$ cat config.mk
export PLATFORM = sky130hd
export DESIGN_NAME = mem_port_arbiter
export DESIGN_NICKNAME = d
export VERILOG_FILES = /design/src/rtl/mem_arb_pkg.sv /design/src/rtl/mem_arb_age_pick.sv /design/src/rtl/mem_port_arbiter.sv
export SDC_FILE = /design/constraint.sdc
export NUM_CORES = 1
export LEC_CHECK = 0
export ABC_AREA = 1
export CAP_MARGIN = 20
export CORE_AREA = 4 4 269 271
export CTS_CLUSTER_SIZE = 10
export DETAILED_ROUTE_END_ITERATION = 8
export DIE_AREA = 0 0 273 275
export GPL_TIMING_DRIVEN = 0
export PLACE_DENSITY = 0.38
export SETUP_SLACK_MARGIN = 0.3
export SLEW_MARGIN = 10
export SYNTH_ARGS = -nofsm -noshare
export SYNTH_HDL_FRONTEND = slang
export SYNTH_SLANG_ARGS = --single-unit
$ cat constraint.sdc
create_clock -name clk -period 4.9 [get_ports clk]
set_input_delay 0.98 -clock clk [delete_from_list [all_inputs] [get_ports clk]]
set_output_delay 0.98 -clock clk [all_outputs]
set_load 0.005 [all_outputs]
$ cat src/rtl/mem_arb_pkg.sv
// Shared encodings for the three-way memory port arbiter.
package mem_arb_pkg;

  typedef enum logic {
    ST_IDLE = 1'b0,
    ST_BUSY = 1'b1
  } arb_state_e;

  localparam int REQ_DATA = 0;
  localparam int REQ_PTW  = 1;
  localparam int REQ_INST = 2;
  localparam int NUM_REQ  = 3;
  localparam int IDX_W    = 2;
  localparam int CNT_W    = 4;

  typedef logic [IDX_W-1:0] req_idx_t;

endpackage

$ cat src/rtl/mem_arb_age_pick.sv
// Per-requester wait counters and winner select: oldest saturated requester first,
// otherwise fixed priority with index 0 highest.
module mem_arb_age_pick
  import mem_arb_pkg::*;
#(
  parameter int MAX_WAIT = 8
) (
  input  logic               clk,
  input  logic               rst,
  input  logic [NUM_REQ-1:0] req,
  input  logic [NUM_REQ-1:0] flush,
  input  logic               grant,
  output req_idx_t           winner,
  output logic               any_valid
);

  localparam logic [CNT_W-1:0] MAX_CNT = CNT_W'(MAX_WAIT);

  logic [NUM_REQ-1:0]            elig;
  logic [NUM_REQ-1:0]            aged;
  logic [NUM_REQ-1:0][CNT_W-1:0] wait_cnt_q;
  logic [NUM_REQ-1:0][CNT_W-1:0] wait_cnt_d;

  always_comb begin
    elig      = req & ~flush;
    any_valid = |elig;
    winner    = '0;
    for (int i = 0; i < NUM_REQ; i++) begin
      aged[i] = elig[i] && (wait_cnt_q[i] == MAX_CNT);
    end
    // Descending scan so the lowest matching index is the last assignment.
    for (int i = NUM_REQ - 1; i >= 0; i--) begin
      if (elig[i]) winner = req_idx_t'(i);
    end
    if (|aged) begin
      for (int i = NUM_REQ - 1; i >= 0; i--) begin
        if (aged[i]) winner = req_idx_t'(i);
      end
    end
  end

  always_comb begin
    wait_cnt_d = wait_cnt_q;
    for (int i = 0; i < NUM_REQ; i++) begin
      if (!req[i] || (grant && winner == req_idx_t'(i))) begin
        wait_cnt_d[i] = '0;
      end else if (elig[i] && wait_cnt_q[i] != MAX_CNT) begin
        wait_cnt_d[i] = wait_cnt_q[i] + 1'b1;
      end
    end
  end

  always_ff @(posedge clk) begin
    if (rst) wait_cnt_q <= '0;
    else     wait_cnt_q <= wait_cnt_d;
  end

endmodule

$ cat src/rtl/mem_port_arbiter.sv
// Shares one memory port between DATA, PTW and INST; one transaction in flight,
// cancelled responses complete on the bus but are not reported.
//   state   | meaning
//   ST_IDLE | no access on the bus; arbitrate eligible requesters
//   ST_BUSY | access for owner held on the bus until valid_mem
module mem_port_arbiter
  import mem_arb_pkg::*;
#(
  parameter int ADDR_W   = 64,
  parameter int DATA_W   = 64,
  parameter int MASK_W   = 8,
  parameter int MAX_WAIT = 8
) (
  input  logic                      clk,
  input  logic                      rst,
  input  logic [NUM_REQ-1:0]        req,
  input  logic [NUM_REQ-1:0]        flush,
  input  logic [NUM_REQ-1:0]        wen,
  input  logic [NUM_REQ*ADDR_W-1:0] addr,
  input  logic [NUM_REQ*DATA_W-1:0] wdata,
  input  logic [NUM_REQ*MASK_W-1:0] wmask,
  output logic [NUM_REQ-1:0]        stall,
  output logic [NUM_REQ-1:0]        done,
  output logic [DATA_W-1:0]         rdata,
  output logic [ADDR_W-1:0]         address_mem,
  output logic                      ren_mem,
  output logic                      wen_mem,
  output logic [MASK_W-1:0]         wmask_mem,
  output logic [DATA_W-1:0]         wdata_mem,
  input  logic [DATA_W-1:0]         rdata_mem,
  input  logic                      valid_mem
);

  arb_state_e        state_q, state_d;
  req_idx_t          owner_q, owner_d;
  logic              cancelled_q, cancelled_d;
  logic [ADDR_W-1:0] address_mem_q, address_mem_d;
  logic              ren_mem_q, ren_mem_d;
  logic              wen_mem_q, wen_mem_d;
  logic [MASK_W-1:0] wmask_mem_q, wmask_mem_d;
  logic [DATA_W-1:0] wdata_mem_q, wdata_mem_d;

  req_idx_t    winner;
  logic        any_valid;
  logic        grant;
  int unsigned w_idx;

  assign grant = (state_q == ST_IDLE) && any_valid;

  mem_arb_age_pick #(
    .MAX_WAIT (MAX_WAIT)
  ) u_pick (
    .clk       (clk),
    .rst       (rst),
    .req       (req),
    .flush     (flush),
    .grant     (grant),
    .winner    (winner),
    .any_valid (any_valid)
  );

  always_comb begin
    state_d       = state_q;
    owner_d       = owner_q;
    cancelled_d   = cancelled_q;
    address_mem_d = address_mem_q;
    ren_mem_d     = ren_mem_q;
    wen_mem_d     = wen_mem_q;
    wmask_mem_d   = wmask_mem_q;
    wdata_mem_d   = wdata_mem_q;
    done          = '0;
    w_idx         = 32'(winner);
    unique case (state_q)
      ST_IDLE: begin
        if (any_valid) begin
          state_d       = ST_BUSY;
          owner_d       = winner;
          cancelled_d   = 1'b0;
          address_mem_d = addr[w_idx*ADDR_W +: ADDR_W];
          wdata_mem_d   = wdata[w_idx*DATA_W +: DATA_W];
          wen_mem_d     = wen[w_idx];
          ren_mem_d     = ~wen[w_idx];
          wmask_mem_d   = wen[w_idx] ? wmask[w_idx*MASK_W +: MASK_W] : '0;
        end
      end
      ST_BUSY: begin
        if (flush[owner_q]) cancelled_d = 1'b1;
        if (valid_mem) begin
          // A flush landing on the response cycle cancels just as a sticky one does.
          done[owner_q] = ~cancelled_q & ~flush[owner_q] & ~rst;
          state_d       = ST_IDLE;
          cancelled_d   = 1'b0;
          address_mem_d = '0;
          ren_mem_d     = 1'b0;
          wen_mem_d     = 1'b0;
          wmask_mem_d   = '0;
          wdata_mem_d   = '0;
        end
      end
      default: state_d = ST_IDLE;
    endcase
  end

  assign stall       = req & ~done;
  assign rdata       = rdata_mem;
  assign address_mem = address_mem_q;
  assign ren_mem     = ren_mem_q;
  assign wen_mem     = wen_mem_q;
  assign wmask_mem   = wmask_mem_q;
  assign wdata_mem   = wdata_mem_q;

  always_ff @(posedge clk) begin
    if (rst) begin
      state_q       <= ST_IDLE;
      owner_q       <= '0;
      cancelled_q   <= 1'b0;
      address_mem_q <= '0;
      ren_mem_q     <= 1'b0;
      wen_mem_q     <= 1'b0;
      wmask_mem_q   <= '0;
      wdata_mem_q   <= '0;
    end else begin
      state_q       <= state_d;
      owner_q       <= owner_d;
      cancelled_q   <= cancelled_d;
      address_mem_q <= address_mem_d;
      ren_mem_q     <= ren_mem_d;
      wen_mem_q     <= wen_mem_d;
      wmask_mem_q   <= wmask_mem_d;
      wdata_mem_q   <= wdata_mem_d;
    end
  end

endmodule

==> results.json <==
{
  "status": "finished clean",
  "crit_type": "in -> out",
  "critPathLaunchType": "input pin",
  "worst_slew_margin_rel": 0.3565,
  "multi_input_area_sq_mm": 0.004946,
  "rows": 97,
  "holdBufCountCts": 0,
  "grt_pass1_vias": 12684,
  "wl_per_cell_microns": 20.41,
  "drive_above_1_share": 0.07866,
  "cts_buffers": 17,
  "power_uw": 4217,
  "cts.sinks": 154,
  "max-clock-path-buffers": 2,
  "drtIter0Drc": 490,
  "yosysWarnings": 0,
  "synth_area_sq_mm": 0.009627,
  "drt-total-wl_mm": 65.45,
  "die_h_microns": 275,
  "min_path_type": "reg -> reg",
  "ant_nets": 0,
  "p_switching_uw": 1356,
  "firstDrtPassIters": 5,
  "pwr-share-clk": 0.336,
  "ctsRootBufferMaster": "clkbuf_16",
  "cts_tree": "built",
  "setup_viol": 0,
  "synth_edf_count": 0,
  "worst_slew_pin_slew_ps": 965.3,
  "die_w_microns": 273,
  "crit_path_frequent_cell": "clkdlybuf4s50_1",
  "portBuffers": 626,
  "cellPowerDensity_mw_per_mm2": 238.7,
  "cts_setup_buffers": 0,
  "final_cell_mix": "clkdlybuf4s50_1, nand2_1, nand3_1",
  "max_freq_mhz": 242.8,
  "core_region_area_sq_mm": 0.06979,
  "netlist_instances": 1605,
  "cts_max_level": 4,
  "skew_ps": 16.33,
  "gr-total-overflow": 0,
  "hold_viol": 0,
  "crit_path_cell_trace": "clkdlybuf4s50_1, nand2_1, o221ai_1, nand3b_1, o21ai_0, inv_1, clkdlybuf4s50_1",
  "slowest_delay_ps": 520,
  "final_common_cell": "clkdlybuf4s50_1",
  "grt_usage": 0.1670,
  "p_seq_frac": 0.336,
  "cts_resized": 0,
  "crit_path_end_kind": "primary output",
  "dpl.hpwl_mm": 53.69,
  "vias": 12403,
  "ir_drop_uv": 186.3,
  "ios": 692,
  "fillers": 7817,
  "area_growth_pct": 83.51,
  "synth_area_per_cell_sq_um": 5.998,
  "worst-endpoint-required_ps": 3920,
  "setup_tns_ps": 0,
  "p_leak_uw": 0.007783,
  "ys_seq_area_frac": 0.3202,
  "async_flop_share": 0,
  "synth.distinct_cells": 31,
  "rsz0062_at_grt": "no",
  "grt_pass1_wl_mm": 90.22,
  "drc": 0,
  "clkTransAtPathRegs_ps": 60,
  "worst_path_max_delay_cell": "clkdlybuf4s50_1",
  "die_area_sq_mm": 0.07508,
  "crit_family": "buffers and inverters",
  "regToRegSetupSlack_ps": 2020,
  "switching_share": 0.3217,
  "gp_congestion": 0.9074,
  "maxCapViolCount": 0,
  "critPathArrivalTime_ps": 3140,
  "period_share": 0.8406,
  "post-route-min-period_ps": 4119,
  "clkLatencyLatePin_ps": 480,
  "antenna_found_initial": 8,
  "layout.nets": 2740,
  "sequential_cell_area_sq_mm": 0.003083,
  "synth_seq_cells": 154,
  "initial_core_util": 0.1379,
  "syn_nets": 2095,
  "synth_top_area_cell": "dfxtp_1",
  "cp_num_buf_inv": 3,
  "p_int_uw": 2860,
  "cp_max_fo": 6,
  "viasPerCell": 3.867,
  "yosys-top-cells-area": "dfxtp_1, nand2_1, nand3_1",
  "combinationalPowerShare": 0.328,
  "synth_flop_cell": "dfxtp_1",
  "netlist.area_leader.share": 0.3202,
  "slew_violations": 0,
  "grt_max_degree": 17
}
-- worst reg2reg max path, delay by kind of cell, from the launching register on --
family	cells	cell delay, ps
buf+inv	3	1240
flops	1	380
compound gates	1	90
simple gates	5	810
fa+ha+maj	1	190
-- synth_stat cells, types with 4 or more instances --
| cell | number |
|---|---|
| nand2_1 | 578 |
| buf_1 | 10 |
| clkbuf_1 | 26 |
| o21ai_0 | 4 |
| a21oi_1 | 109 |
| nand4_1 | 13 |
| dfxtp_1 | 154 |
| nor2_4 | 5 |
| xor2_1 | 6 |
| nand3_1 | 185 |
| buf_4 | 76 |
| inv_2 | 5 |
| buf_2 | 50 |
| ha_1 | 6 |
| nor2_1 | 157 |
| inv_1 | 162 |
| nand3b_1 | 39 |
| nand2_2 | 5 |
-- flip-flops by register name (all words and copies together), names as in the netlist --
| register | cells |
|---|---|
| address_mem | 64 |
| wdata_mem | 64 |
| u_pick.wait_cnt_q | 12 |
| wmask_mem | 8 |
| owner_q | 2 |
| cancelled_q | 1 |
| ren_mem | 1 |
| state_q | 1 |
| wen_mem | 1 |
-- final cells by class --
type / count / area share
Antenna cell: 4 / 0.0005666
Tap cell: 940 / 0.06658
Clock inverter: 13 / 0.008145
Sequential cell: 154 / 0.1745
Inverter: 168 / 0.03570
Buffer: 163 / 0.05475
Timing Repair Buffer: 626 / 0.3547
Clock buffer: 19 / 0.02507
Multi-Input combinational cell: 1120 / 0.2800
-- power groups by stage --
stage	clock network [uW]	registers [uW]	logic, uW
3_3_place_gp	0	1440	1420
4_1_cts	1480	1420	1420
6_report	1420	1420	1380
2_1_floorplan	0	1450	503
5_1_grt	1520	1430	1530
3_5_place_dp	0	1450	1420
-- metrics by stage --
step	hold slack [ps]	worst slack, ps	cell area [sq um]	utilization	std cells
floorplan	455.8	2293	9627	-	1605
CTS	474.2	735.0	17660	0.2530	3203
global placement	459.6	721.1	17070	0.2446	3171
global route	489.9	609.6	17660	0.2531	3205
finish	471.6	781.1	17670	0.2531	3207
detailed placement	462.4	732.7	17070	0.2446	3171
-- path summary, 6_finish.rpt --
path              cells after the start                               from                   endpoint
setup / recovery                      7                           flush[2]                   stall[0]
hold / removal                        2          wmask_mem[4]$_SDFFE_PP0P_  wmask_mem[4]$_SDFFE_PP0P_
setup reg to reg                     10  u_pick.wait_cnt_q[0]$_SDFFE_PP0P_  wdata_mem[8]$_SDFFE_PP0P_
hold reg to reg                       2          wmask_mem[4]$_SDFFE_PP0P_  wmask_mem[4]$_SDFFE_PP0P_
-- layer usage --
| layer | GRT usage | vias to the layer above | share of wire |
|---|---|---|---|
| li1 | - | 6208 | - |
| met1 | 0.1876 | 5672 | 0.39 |
| met2 | 0.3025 | 473 | 0.50 |
| met3 | 0.05782 | 46 | 0.082 |
| met4 | 0.04180 | 4 | 0.019 |
| met5 | 0 | - | 0.00052 |
-- kinds of logic (layout without fill, tap and decap cells) --
family	count (synthesis)	after routing	synth area share
buffers and inverters	331	989	0.1660
AOI/OAI and AO/OA	119	119	0.06395
adders and majority gates	6	6	0.007798
xor gates and xnor gates	6	6	0.005459
DFF	154	154	0.3202
and+or+nand+nor	989	989	0.4366
other	0	4	0
No activity file was read; power rests on OpenSTA's default activity.
